<file path="src/rtl/ws2812_pkg.sv">
// Shared definitions for the WS2812 matrix line driver: FSM states, default
// symbol timing and the GRB pixel layout used by the frame controller.
package ws2812_pkg;

  typedef enum logic [1:0] {
    IDLE  = 2'd0,
    SEND  = 2'd1,
    LATCH = 2'd2
  } tx_state_t;

  localparam int BIT_CYCLES       = 15;
  localparam int T0H_CYCLES       = 4;
  localparam int T1H_CYCLES       = 8;
  localparam int LATCH_CYCLES     = 900;
  localparam int PIXELS_PER_FRAME = 64;
  localparam int PIXEL_BITS       = 24;

  // Colour word is {G, R, B}; green goes out first on the wire.
  localparam int G_MSB = 23;
  localparam int G_LSB = 16;
  localparam int R_MSB = 15;
  localparam int R_LSB = 8;
  localparam int B_MSB = 7;
  localparam int B_LSB = 0;

endpackage

</file>
<file path="src/rtl/ws2812_symbol_timer.sv">
// Generates one NRZ bit symbol: counts BIT_CYCLES per symbol and drives the
// line high for the '0' or '1' high time at the start of each symbol.
module ws2812_symbol_timer
  import ws2812_pkg::*;
#(
  parameter int BIT_CYC = BIT_CYCLES,
  parameter int T0H_CYC = T0H_CYCLES,
  parameter int T1H_CYC = T1H_CYCLES
) (
  input  logic clk,
  input  logic rst_n,
  input  logic enable,
  input  logic bit_value,
  output logic level,
  output logic symbol_end
);

  localparam int CW = $clog2(BIT_CYC);
  localparam logic [CW-1:0] LAST_CYC = CW'(BIT_CYC - 1);
  localparam logic [CW-1:0] T0H_CMP  = CW'(T0H_CYC);
  localparam logic [CW-1:0] T1H_CMP  = CW'(T1H_CYC);

  logic [CW-1:0] cyc_cnt;

  // Held at zero whenever disabled so each pixel starts on a fresh symbol.
  always_ff @(posedge clk) begin
    if (!rst_n || !enable || cyc_cnt == LAST_CYC) begin
      cyc_cnt <= '0;
    end else begin
      cyc_cnt <= cyc_cnt + 1'b1;
    end
  end

  assign symbol_end = enable && (cyc_cnt == LAST_CYC);
  assign level      = enable && (cyc_cnt < (bit_value ? T1H_CMP : T0H_CMP));

endmodule

</file>
<file path="src/rtl/ws2812_pixel_tx.sv">
// WS2812 pixel transmitter: accepts one GRB colour per start edge, shifts it out
// MSB first as NRZ symbols, and inserts the reset/latch gap after each frame.
module ws2812_pixel_tx
  import ws2812_pkg::*;
#(
  parameter int BIT_CYCLES_P   = BIT_CYCLES,
  parameter int T0H_CYCLES_P   = T0H_CYCLES,
  parameter int T1H_CYCLES_P   = T1H_CYCLES,
  parameter int BITS_PER_PIXEL = PIXEL_BITS,
  parameter int PIXELS_PER_FRM = PIXELS_PER_FRAME,
  parameter int LATCH_CYCLES_P = LATCH_CYCLES
) (
  input  logic                      clk,
  input  logic                      rst_n,
  input  logic                      start,
  input  logic [BITS_PER_PIXEL-1:0] color,
  output logic                      data_out,
  output logic                      busy,
  output logic                      pixel_done,
  output logic                      frame_done,
  output logic                      overrun
);

  localparam int BCW = $clog2(BITS_PER_PIXEL + 1);
  localparam int PCW = $clog2(PIXELS_PER_FRM);
  localparam int LCW = $clog2(LATCH_CYCLES_P);
  localparam logic [BCW-1:0] LAST_BIT   = BCW'(BITS_PER_PIXEL - 1);
  localparam logic [PCW-1:0] LAST_PIX   = PCW'(PIXELS_PER_FRM - 1);
  localparam logic [LCW-1:0] LAST_LATCH = LCW'(LATCH_CYCLES_P - 1);

  if (!(T0H_CYCLES_P < T1H_CYCLES_P && T1H_CYCLES_P < BIT_CYCLES_P)) begin : g_bad_timing
    $error("ws2812_pixel_tx: require T0H_CYCLES < T1H_CYCLES < BIT_CYCLES");
  end

  tx_state_t                 state;
  logic                      start_q;
  logic [BITS_PER_PIXEL-1:0] shreg;
  logic [BCW-1:0]            bit_cnt;
  logic [PCW-1:0]            pixel_count;
  logic [LCW-1:0]            latch_cnt;
  logic                      start_edge;
  logic                      symbol_end;
  logic                      tx_level;

  assign start_edge = start && !start_q;

  ws2812_symbol_timer #(
    .BIT_CYC (BIT_CYCLES_P),
    .T0H_CYC (T0H_CYCLES_P),
    .T1H_CYC (T1H_CYCLES_P)
  ) u_symbol_timer (
    .clk        (clk),
    .rst_n      (rst_n),
    .enable     (state == SEND),
    .bit_value  (shreg[BITS_PER_PIXEL-1]),
    .level      (tx_level),
    .symbol_end (symbol_end)
  );

  assign data_out = tx_level;
  assign busy     = (state != IDLE);

  always_ff @(posedge clk) begin
    if (!rst_n) begin
      state       <= IDLE;
      start_q     <= 1'b0;
      shreg       <= '0;
      bit_cnt     <= '0;
      pixel_count <= '0;
      latch_cnt   <= '0;
      pixel_done  <= 1'b0;
      frame_done  <= 1'b0;
      overrun     <= 1'b0;
    end else begin
      start_q    <= start;
      pixel_done <= 1'b0;
      frame_done <= 1'b0;
      overrun    <= 1'b0;
      case (state)
        // The cycle IDLE is re-entered still carries the done pulse; edges
        // landing there are deliberately ignored.
        IDLE: begin
          if (start_edge && !pixel_done && !frame_done) begin
            shreg   <= color;
            bit_cnt <= '0;
            state   <= SEND;
          end
        end
        SEND: begin
          if (start_edge) overrun <= 1'b1;
          if (symbol_end) begin
            shreg   <= {shreg[BITS_PER_PIXEL-2:0], 1'b0};
            bit_cnt <= bit_cnt + 1'b1;
            if (bit_cnt == LAST_BIT) begin
              pixel_done <= 1'b1;
              if (pixel_count == LAST_PIX) begin
                pixel_count <= '0;
                latch_cnt   <= '0;
                state       <= LATCH;
              end else begin
                pixel_count <= pixel_count + 1'b1;
                state       <= IDLE;
              end
            end
          end
        end
        LATCH: begin
          if (start_edge) overrun <= 1'b1;
          if (latch_cnt == LAST_LATCH) begin
            frame_done <= 1'b1;
            state      <= IDLE;
          end else begin
            latch_cnt <= latch_cnt + 1'b1;
          end
        end
        default: state <= IDLE;
      endcase
    end
  end

endmodule
</file>
<file path="config.mk">
export PLATFORM = sky130hd
export DESIGN_NAME = ws2812_pixel_tx
export DESIGN_NICKNAME = d
export VERILOG_FILES = /design/src/rtl/ws2812_pkg.sv /design/src/rtl/ws2812_symbol_timer.sv /design/src/rtl/ws2812_pixel_tx.sv
export SDC_FILE = /design/constraint.sdc
export NUM_CORES = 1
export LEC_CHECK = 0
export CAP_MARGIN = 30
export CORE_MARGIN = 5
export CORE_UTILIZATION = 45
export CTS_CLUSTER_SIZE = 24
export DETAILED_ROUTE_END_ITERATION = 16
export PLACE_DENSITY = 0.66
export SLEW_MARGIN = 15
export SYNTH_ARGS = -nofsm -noshare
export SYNTH_HDL_FRONTEND = slang
export SYNTH_HIERARCHICAL = 1
export SYNTH_SLANG_ARGS = --single-unit
</file>
<file path="constraint.sdc">
create_clock -name clk -period 5.09 [get_ports clk]
set_clock_uncertainty 0.1 [all_clocks]
set_input_delay 0.7635 -clock clk [delete_from_list [all_inputs] [get_ports clk]]
set_output_delay 0.7635 -clock clk [all_outputs]
set_load 0.005 [all_outputs]
</file>
==> results.txt <==
- The critical path ends at shreg[18].
- Based on the critical path, the design can be clocked at up to 0.364 GHz.
- Total routing resource utilization after global routing: 14.2%
- The die covers 7820 um2.
- Cell type with the highest aggregate area in the netlist: sky130_fd_sc_hd__dfxtp_1
* Number of global-route vias before repair: 1984
- Proportion of netlist area held by the largest area contributor: 39.8%
- Result of the run: complete, no violations
- Switching power as a share of total power: 33.7%
* CP Data Arrival Time: 2.85 ns
- The number of antenna violations at the first check in global routing came to 0.
- Synth Cell Area: 2770 um2
- Per report_power, the combinational group accounts for 35.6% of the total.
- Pin slew with the least headroom to its limit: 0.672 ns
* Vertical die dimension: 88.4 um
- Across all register-to-register paths, the minimum setup slack is 2.62 ns.
- Syn_area_per_cell: 9.16 um2
- In this run, the number of DRC markers left after iteration 0 of detailed routing was 117.
* Seq/Total Area, Yosys: 39.8%
* Sink Count: 55
- Summing all non-filler instances in the final layout gives an area of 3240 um2.
- Headroom to the max-slew limit came out at 54.6%.
- Count of synthesis-stage warnings from yosys: 6
- The worst setup path is launched from a primary input.
* Number of buffers added by the clock tree synthesis step: 5
- For this run, asynchronously set or reset flops after synthesis account for 0%.
- Number of vias after detailed routing: 2197
- The first detailed-routing pass ran for 4 iterations.
* Type of the worst min-delay path: register to register
- In this run the post-CTS setup repair buffer count came out at 0.
- H-Tree Level Count: 2
- Share of post-route cells with drive strength above 1: 6.13%
- Ratio of routed vias to standard cells: 5.48
* Post-route setup slack: 2.35 ns
- In this run the power spent charging and discharging nets is 0.000421 W.
- Unrepaired setup endpoints after global routing: false
- HPWL after DPL: 3.70 mm
- The core region is 5960 um2.
- CTS root buffer: sky130_fd_sc_hd__clkbuf_8
* CTS tree: done
* Utilization after layout: 54.4%
* Number of gates resized after CTS: 0
- The design draws 0.00125 W.
- The startpoint identified for the worst register-to-register timing path is state[1].
* Number of setup violations in the final report: 0
- Final antenna diode count: 0
* Synthesized instance count: 302
- Number of filler instances in the final layout: 574
- Global placer's final weighted congestion: 0.819
- The first global-routing pass estimated 8.89 mm of wire.
- Most repeated cell in the gate-level netlist after synthesis: sky130_fd_sc_hd__dfxtp_1
- Register-to-Register Path Depth: 8
- Dividing the final minimum period by the clock period gives 53.9%.
- After detailed routing, the average wire length per cell comes to 13.2 um.
- After floorplanning, the core was divided into 28 placement rows.
- No sink is reached through more buffers than the 2 on the longest clock path.
* Peak supply drop: 0.000216 V
* Start point of the critical path: start
* Startpoint-to-endpoint class of the critical path: primary input to register
- Endpoints failing hold: 0
- The worst setup path is captured at a register.
- After clock tree synthesis, the clock-pin slew on the worst setup and hold paths is 0.09 ns.
- The internal portion of the total power is 0.000829 W.
- Total power density per cell area: 386 nW/um2
* DRC violation count after routing: 0
* Final critical delay including setup and external delays: 2.74 ns
- After clock tree synthesis, the flow added hold-fix buffers numbering 0.
* Req. time, crit path: 5.20 ns
* Boundary pin count: 32
* Endpoint of the lowest-slack register-to-register path: shreg[18]
- Largest fanout on the critical path: 30
* Clk_lat worst skew: 0.31 ns
- Count of nets after finishing: 362
- The synthesized design contains 55 register bits.
- Yosys mapped the design onto 47 distinct sky130hd cell types.
* Pin count of the biggest net entering global routing: 60
- Post-synth EDFFs: 0
* Fraction of power consumed by sequential logic: 44.9%
- Commonest cells in the synthesized netlist: 55 x sky130_fd_sc_hd__dfxtp_1, 45 x sky130_fd_sc_hd__nand2_1, 27 x sky130_fd_sc_hd__mux2i_1
- The clock network burns 19.6% of the power.
- Total detailed-routing wirelength: 5.28 mm
- Number of I/O port buffers: 31
- Pre-CTS setup slack: 2.01 ns
- Ranked by total cell area, the synthesized netlist is headed by sky130_fd_sc_hd__dfxtp_1 40%, sky130_fd_sc_hd__mux2i_1 9.8%, sky130_fd_sc_hd__o211a_1 8.3%.
* Static leakage: 1.38 nW
- Syn nets: 339
- The placed instances occupy a cell area of 3130 um2.
- The die is 88.4 um wide.
- Count of cells along the worst hold path: 1
* Effective utilization at floorplan: 46.5%
- Number of nets still failing antenna checks after routing: 0
* Global route total overflow: 0
- Across the run, the number of max-cap violations was 0.
- Setup total negative slack on the finished layout was measured at 0 ns.
- The most used flip-flop cell after synthesis is sky130_fd_sc_hd__dfxtp_1.
* Area overhead of the layout relative to synthesis: 17.0%
- The number of max-slew violations in the final report came to 0.
kinds of logic (layout without fill, tap and decap cells):
group,Yosys count,count (layout),synth area share [%]
multiplexers,27,27,9.76
flip-flops,55,55,39.8
AO/OA/AOI/OAI,57,57,16.7
AND/OR/NAND/NOR,117,117,22.2
buffers and inverters,27,51,4.20
adder cells (fa/ha/maj),10,10,4.52
XOR/XNOR,9,9,2.85
layer usage:
layer  global-route usage (%)  share of wire [%]  vias up
met1                     18.4                 49     1025
met3                     3.45                4.3        4
met2                     22.8                 46       32
met4                     5.22               0.83        0
li1                         -                  -     1136
met5                        0                  0        -
worst max-delay path, stage by stage:
cell and delay, ns:
sky130_fd_sc_hd__clkdlybuf4s50_1 0.49, sky130_fd_sc_hd__or4b_1 0.58, sky130_fd_sc_hd__a21oi_4 0.58, sky130_fd_sc_hd__buf_16 0.24, sky130_fd_sc_hd__nand2_1 0.06, sky130_fd_sc_hd__o211a_1 0.12
power groups by stage:
stage | Combinational [W] | Sequential, W | Clock [W]
2_1_floorplan | 0.000342 | 0.000560 | 0
3_3_place_gp | 0.000415 | 0.000568 | 0
3_5_place_dp | 0.000448 | 0.000572 | 0
4_1_cts | 0.000449 | 0.000562 | 0.000254
5_1_grt | 0.000494 | 0.000572 | 0.000270
6_report | 0.000445 | 0.000561 | 0.000245
final cells by class:
type                       count  area (um2)  share of cell area [%]
clock buffer                   5        68.8                    2.13
clock inverter                 3        20.0                   0.618
inverter                       9        33.8                    1.04
multi-input combinational    220        1560                    48.2
sequential                    55        1100                    34.0
tap                           75        93.8                    2.90
timing repair buffer          34         360                    11.1
worst min-delay path by stage:
stage	from	end	slack, ns
after detailed placement	u_symbol_timer/cyc_cnt[0]	u_symbol_timer/cyc_cnt[0]	0.36
final	u_symbol_timer/cyc_cnt[0]	u_symbol_timer/cyc_cnt[0]	0.39
after global placement	u_symbol_timer/cyc_cnt[0]	u_symbol_timer/cyc_cnt[0]	0.36
after floorplan	u_symbol_timer/cyc_cnt[0]	u_symbol_timer/cyc_cnt[0]	0.34
after global routing	u_symbol_timer/cyc_cnt[0]	u_symbol_timer/cyc_cnt[0]	0.40
after CTS	u_symbol_timer/cyc_cnt[0]	u_symbol_timer/cyc_cnt[0]	0.39
cell usage in the layout (no fill, tap or decap), drive strengths merged, types with 3 or more instances in the layout:
cell type       n
ha             10
clkdlybuf4s50  30
nand3          14
a21oi          10
xnor2           8
nor4            4
buf             4
nand4           5
and2            8
a21boi          3
mux2i          27
inv             9
nand4b          3
dfxtp          55
o211a          23
nor2           13
o21ai           4
nand2          45
o22ai           5
clkbuf          5
nand2b          4
and3            4
metrics by stage:
stage | std cells | hold WS, ns
after CTS | 400 | 0.388
after detailed placement | 392 | 0.364
after global routing | 401 | 0.401
after floorplan | 302 | 0.340
after global placement | 391 | 0.358
final | 401 | 0.385
state kept, by name, indices dropped and copies added, names as in the netlist:
name,cells
state,2
u_symbol_timer/cyc_cnt,4
pixel_done,1
overrun,1
pixel_count,6
frame_done,1
start_q,1
latch_cnt,10
bit_cnt,5
shreg,24
Note: power is estimated with default switching activity, not from simulation.
==> RTL edit 1 (same flow settings) <==
Register the outputs `data_out` and `busy`, without a reset; this adds one clock of latency there. The other outputs are not delayed to match.
--- a/src/rtl/ws2812_pixel_tx.sv
+++ b/src/rtl/ws2812_pixel_tx.sv
@@ -58,6 +58,8 @@
   );
 
-  assign data_out = tx_level;
-  assign busy     = (state != IDLE);
+  always_ff @(posedge clk) begin
+    data_out <= tx_level;
+    busy     <= (state != IDLE);
+  end
 
   always_ff @(posedge clk) begin
Behaviour: not the same (a bounded check fails within 4 cycles, from zero or initial values and one cycle with rst_n low).
==> RTL edit 1 against the original RTL <==
- synthesized cell count fell by 0.66%
- power up 22%
- final area increased by 3.3%
- hold slack lost 12 ps
- sequential cell count rose by 2
- critical path depth is 4 higher
- count of clock-buffer cells in the layout grew 4
- area after synthesis about the same
- via count grew 0.96%
- sequential share of layout area up 0.12 points
- worst setup slack better by 14 ps
- routed wire length is 5.9% higher
- fmax grew 0.51%
- critical path type is now flop to flop
- largest cell class unchanged
==> RTL edit 1: results (changes against the original RTL) <==
Synthesis
  – Ys Warns: 6 (unchanged)
  – Synth cell types: 51 (+8.5%)
  – Synth cell count leaders: dfxtp_1, nor2_1, mux2i_1, a211oi_1, nand2_1
  – Area contributors post-synth: dfxtp_1, mux2i_1, a211oi_1
  – Avg Cell Area, Syn: 9.23 µm² (+0.76%)
  – Syn Nets: 337 (-0.59%)
  – Sequential share of the synthesized area: 0.412 (+0.0141)

Final layout
  – Non-Filler Instances: 407 (+1.5%)
  – Final nets: 364 (+0.55%)
  – Biggest regs: shreg (24), latch_cnt (10), pixel_count (6)
  – Layout cells sized above 1: 0.108 (+0.0471)
  – Fill count: 572 (-0.35%)
  – ANT cells: 0 (unchanged)

GRT
  – Number of global-route vias before repair: 2,178 (+9.8%)
  – First-pass GRT wire length: 9780 µm (+10%)
  – Antenna violations before repair: 0 (unchanged)
  – GR Util All Layers: 0.160 (+0.0179)
  – Largest net degree at the start of global routing: 37 (-38%)

Routing
  – DRT iter0 DRCs: 97 (-17%)
  – Vias per std cell: 5.45 (-0.53%)
  – DR WL/cell: 13.7 µm (+4.4%)

Placement
  – Post-DP HPWL: 3790 µm (+2.4%)
  – Inst Count DP: 391 (-0.26%)
  – Gpl congestion: 0.818 (about the same)
  – Pre-CTS WS: 2030 ps (+13.1 ps)

Worst setup path
  – Cells on worst reg2reg path: 10 (+2)
  – Startpoint types: flop
  – Worst reg2reg path startpoint: state[1]
  – Worst Path Max Fanout: 32 (+6.7%)

Power
  – P_leak: 1.20 nW (-13%)
  – VDD IR max: 0.000243 V (+13%)

Clock tree
  – Root Buffer: clkbuf_8
  – Worst-Skew Late Latency: 340 ps (+30 ps)
  – Max Buffers Root-to-Sink: 2 (unchanged)
  – Clock slew at reported path FFs: 70 ps (-20 ps)
  – CTS Buf Count: 9 (+4)
  – H-tree depth: 3 (+1)

Timing
  – F_max: 366 MHz (+0.51%)
  – Relative slew slack: 0.584 (+0.0378)
  – WHS: 374 ps (-11.5 ps)

Min path
  – Hold Path Origin: shreg[0]
  – Hold depth: 2 (+1)
  – Hold WC Path Type: flop to flop

Run status
  – Status: finished, final reports clean
## RTL edit 1: kinds of logic after synthesis
family                   Yosys count  share of synthesized area
AND/OR/NAND/NOR                  111                      0.205
flip-flops                        57                      0.412
buffers and inverters             29                     0.0551
multiplexers                      28                      0.101
adder cells (fa/ha/maj)           10                     0.0452
XOR/XNOR                           6                     0.0190
AO/OA/AOI/OAI                     59                      0.163
## RTL edit 1: power by group
part           switching, W  internal, W
logic              0.000255     0.000213
registers         0.0000480     0.000538
clock network      0.000191     0.000275
total              0.000495      0.00103
## RTL edit 1: critical path, cell delays in order (launching register included)
cell     delay, ps
dfxtp_1        320
inv_1          100
ha_2           170
buf_4          410
inv_1          120
nor2_1         220
nand2_1        100
o41ai_1        420
buf_4          250
and4_4         280
a32o_2         170
## RTL edit 1: per-layer routing
layer	part of all wire	GRT usage	vias up	routed length (µm)
met4	0.022	0.0797	0	124
met1	0.48	0.202	1038	2680
met2	0.47	0.253	22	2610
met5	0	0	-	0
li1	-	-	1149	-
met3	0.032	0.0391	9	179
## RTL edit 1: per-stage QoR
step           utilization  instance area (µm²)
4_1_cts              0.562                 3340
3_5_place_dp         0.525                 3130
2_1_floorplan            -                 2770
6_report             0.562                 3340
3_3_place_gp         0.520                 3100
5_1_grt              0.562                 3340
## RTL edit 1: area by class of cell
cell class / count / area (µm²) / area share
clock inverters: 7 / 93.8 / 0.0281
clock buffers: 9 / 124 / 0.0370
multi-input cells: 214 / 1490 / 0.446
flip-flops and latches: 57 / 1140 / 0.341
inverters: 9 / 33.8 / 0.0101
well taps: 75 / 93.8 / 0.0281
repair buffers: 36 / 368 / 0.110
## RTL edit 1: path summary, 6_finish.rpt
kind                   to
max reg2reg  latch_cnt[1]
min reg2reg      shreg[0]
max          latch_cnt[1]
min              shreg[0]
==> RTL edit 2 (same settings) <==
Made on the original files. Change the package constant `PIXELS_PER_FRAME` from 64 to 32.
--- a/src/rtl/ws2812_pkg.sv
+++ b/src/rtl/ws2812_pkg.sv
@@ -13,5 +13,5 @@
   localparam int T1H_CYCLES       = 8;
   localparam int LATCH_CYCLES     = 900;
-  localparam int PIXELS_PER_FRAME = 64;
+  localparam int PIXELS_PER_FRAME = 32;
   localparam int PIXEL_BITS       = 24;
 
Formal check against the unedited RTL: no difference found for any inputs over 10 cycles, from zero or initial values and one cycle with rst_n low; that may be too few to reach the edited logic, so the function may still have changed.
==> RTL edit 2 against the original RTL <==
- routed wire length shrank 5.3%
- final area down 5.0%
- die area decreased by 4.7%
- register-to-register slack got worse by 470 ps
- cell count down 3.7%
- area after synthesis shrank 5.2%
- largest cell class unchanged
- sequential cell count is 1 lower
- first-iteration DRC count is 27% lower
- power barely moved
- worst setup slack got worse by 330 ps
- non-clock buffer count unchanged
- core utilization rose by 0.80 points
==> RTL edit 2: results (changes against the original RTL) <==
Run status
  – Status: finished, final reports clean

Worst setup path
  – Critical Path End: data_out
  – Crit path DAT: 2210 ps (-640 ps)
  – Slowest-stage cell, CP: clkdlybuf4s50_1
  – R2R Path End: latch_cnt[4]
  – Worst setup path startpoint: state[1]
  – FF-to-FF setup slack: 2150 ps (-470 ps)

Synthesis
  – Area contributors post-synth: dfxtp_1, mux2i_1, a211oi_1
  – Synth cell types: 44 (-6.4%)
  – Avg Cell Area, Syn: 9.11 µm² (-0.64%)
  – Sequential share of the synthesized area: 0.412 (+0.0144)

Min path
  – Hold Path Origin: shreg[0]

Placement
  – Pre-CTS WS: 1920 ps (-88.2 ps)
  – Post-DP HPWL: 3550 µm (-3.8%)
  – Gpl congestion: 0.804 (-1.8%)
  – Inst Count DP: 378 (-3.6%)
  – Placed Area: 2980 µm² (-4.7%)

Power
  – Sw Share: 0.351 (+0.0137)
  – Combinational share of power: 0.358 (+0.002)
  – Power per cell area: 407 nW/µm² (+5.3%)

Timing
  – Worst slew pin tran: 850 ps (+178 ps)

Routing
  – Via Count: 2,058 (-6.3%)
  – Met3 WL: 209 µm (-7.5%)
  – Routed wire length: 5000 µm (-5.3%)

GRT
  – Grt met1 use: 0.183 (-0.00123)
  – Number of global-route vias before repair: 1,915 (-3.5%)
  – Met2 GRT Util: 0.221 (-0.00728)

Final layout
  – Fill count: 528 (-8.0%)
RTL edit 2: worst max-delay path: cells and delay by family, from the launching register on:
family / cells / cell delay, ps
buffers and inverters: 4 / 1140
flip-flops: 1 / 340
adder cells (fa/ha/maj): 1 / 170
AND/OR/NAND/NOR: 1 / 220
RTL edit 2: logic make-up (layout without fill, tap and decap cells):
group,count (synthesis),after routing,share of synthesized area
buffers and inverters,26,52,0.0501
AO/OA/AOI/OAI,60,60,0.156
adder cells (fa/ha/maj),11,11,0.0525
flip-flops,54,54,0.412
XOR/XNOR,5,5,0.0167
multiplexers,29,29,0.111
AND/OR/NAND/NOR,103,103,0.202
RTL edit 2: cell type report:
class                      count  share of cell area
sequential                    54               0.352
timing repair buffer          34               0.115
clock inverter                 3             0.00814
inverter                      10              0.0122
multi-input combinational    208               0.462
clock buffer                   5              0.0224
tap                           72              0.0293
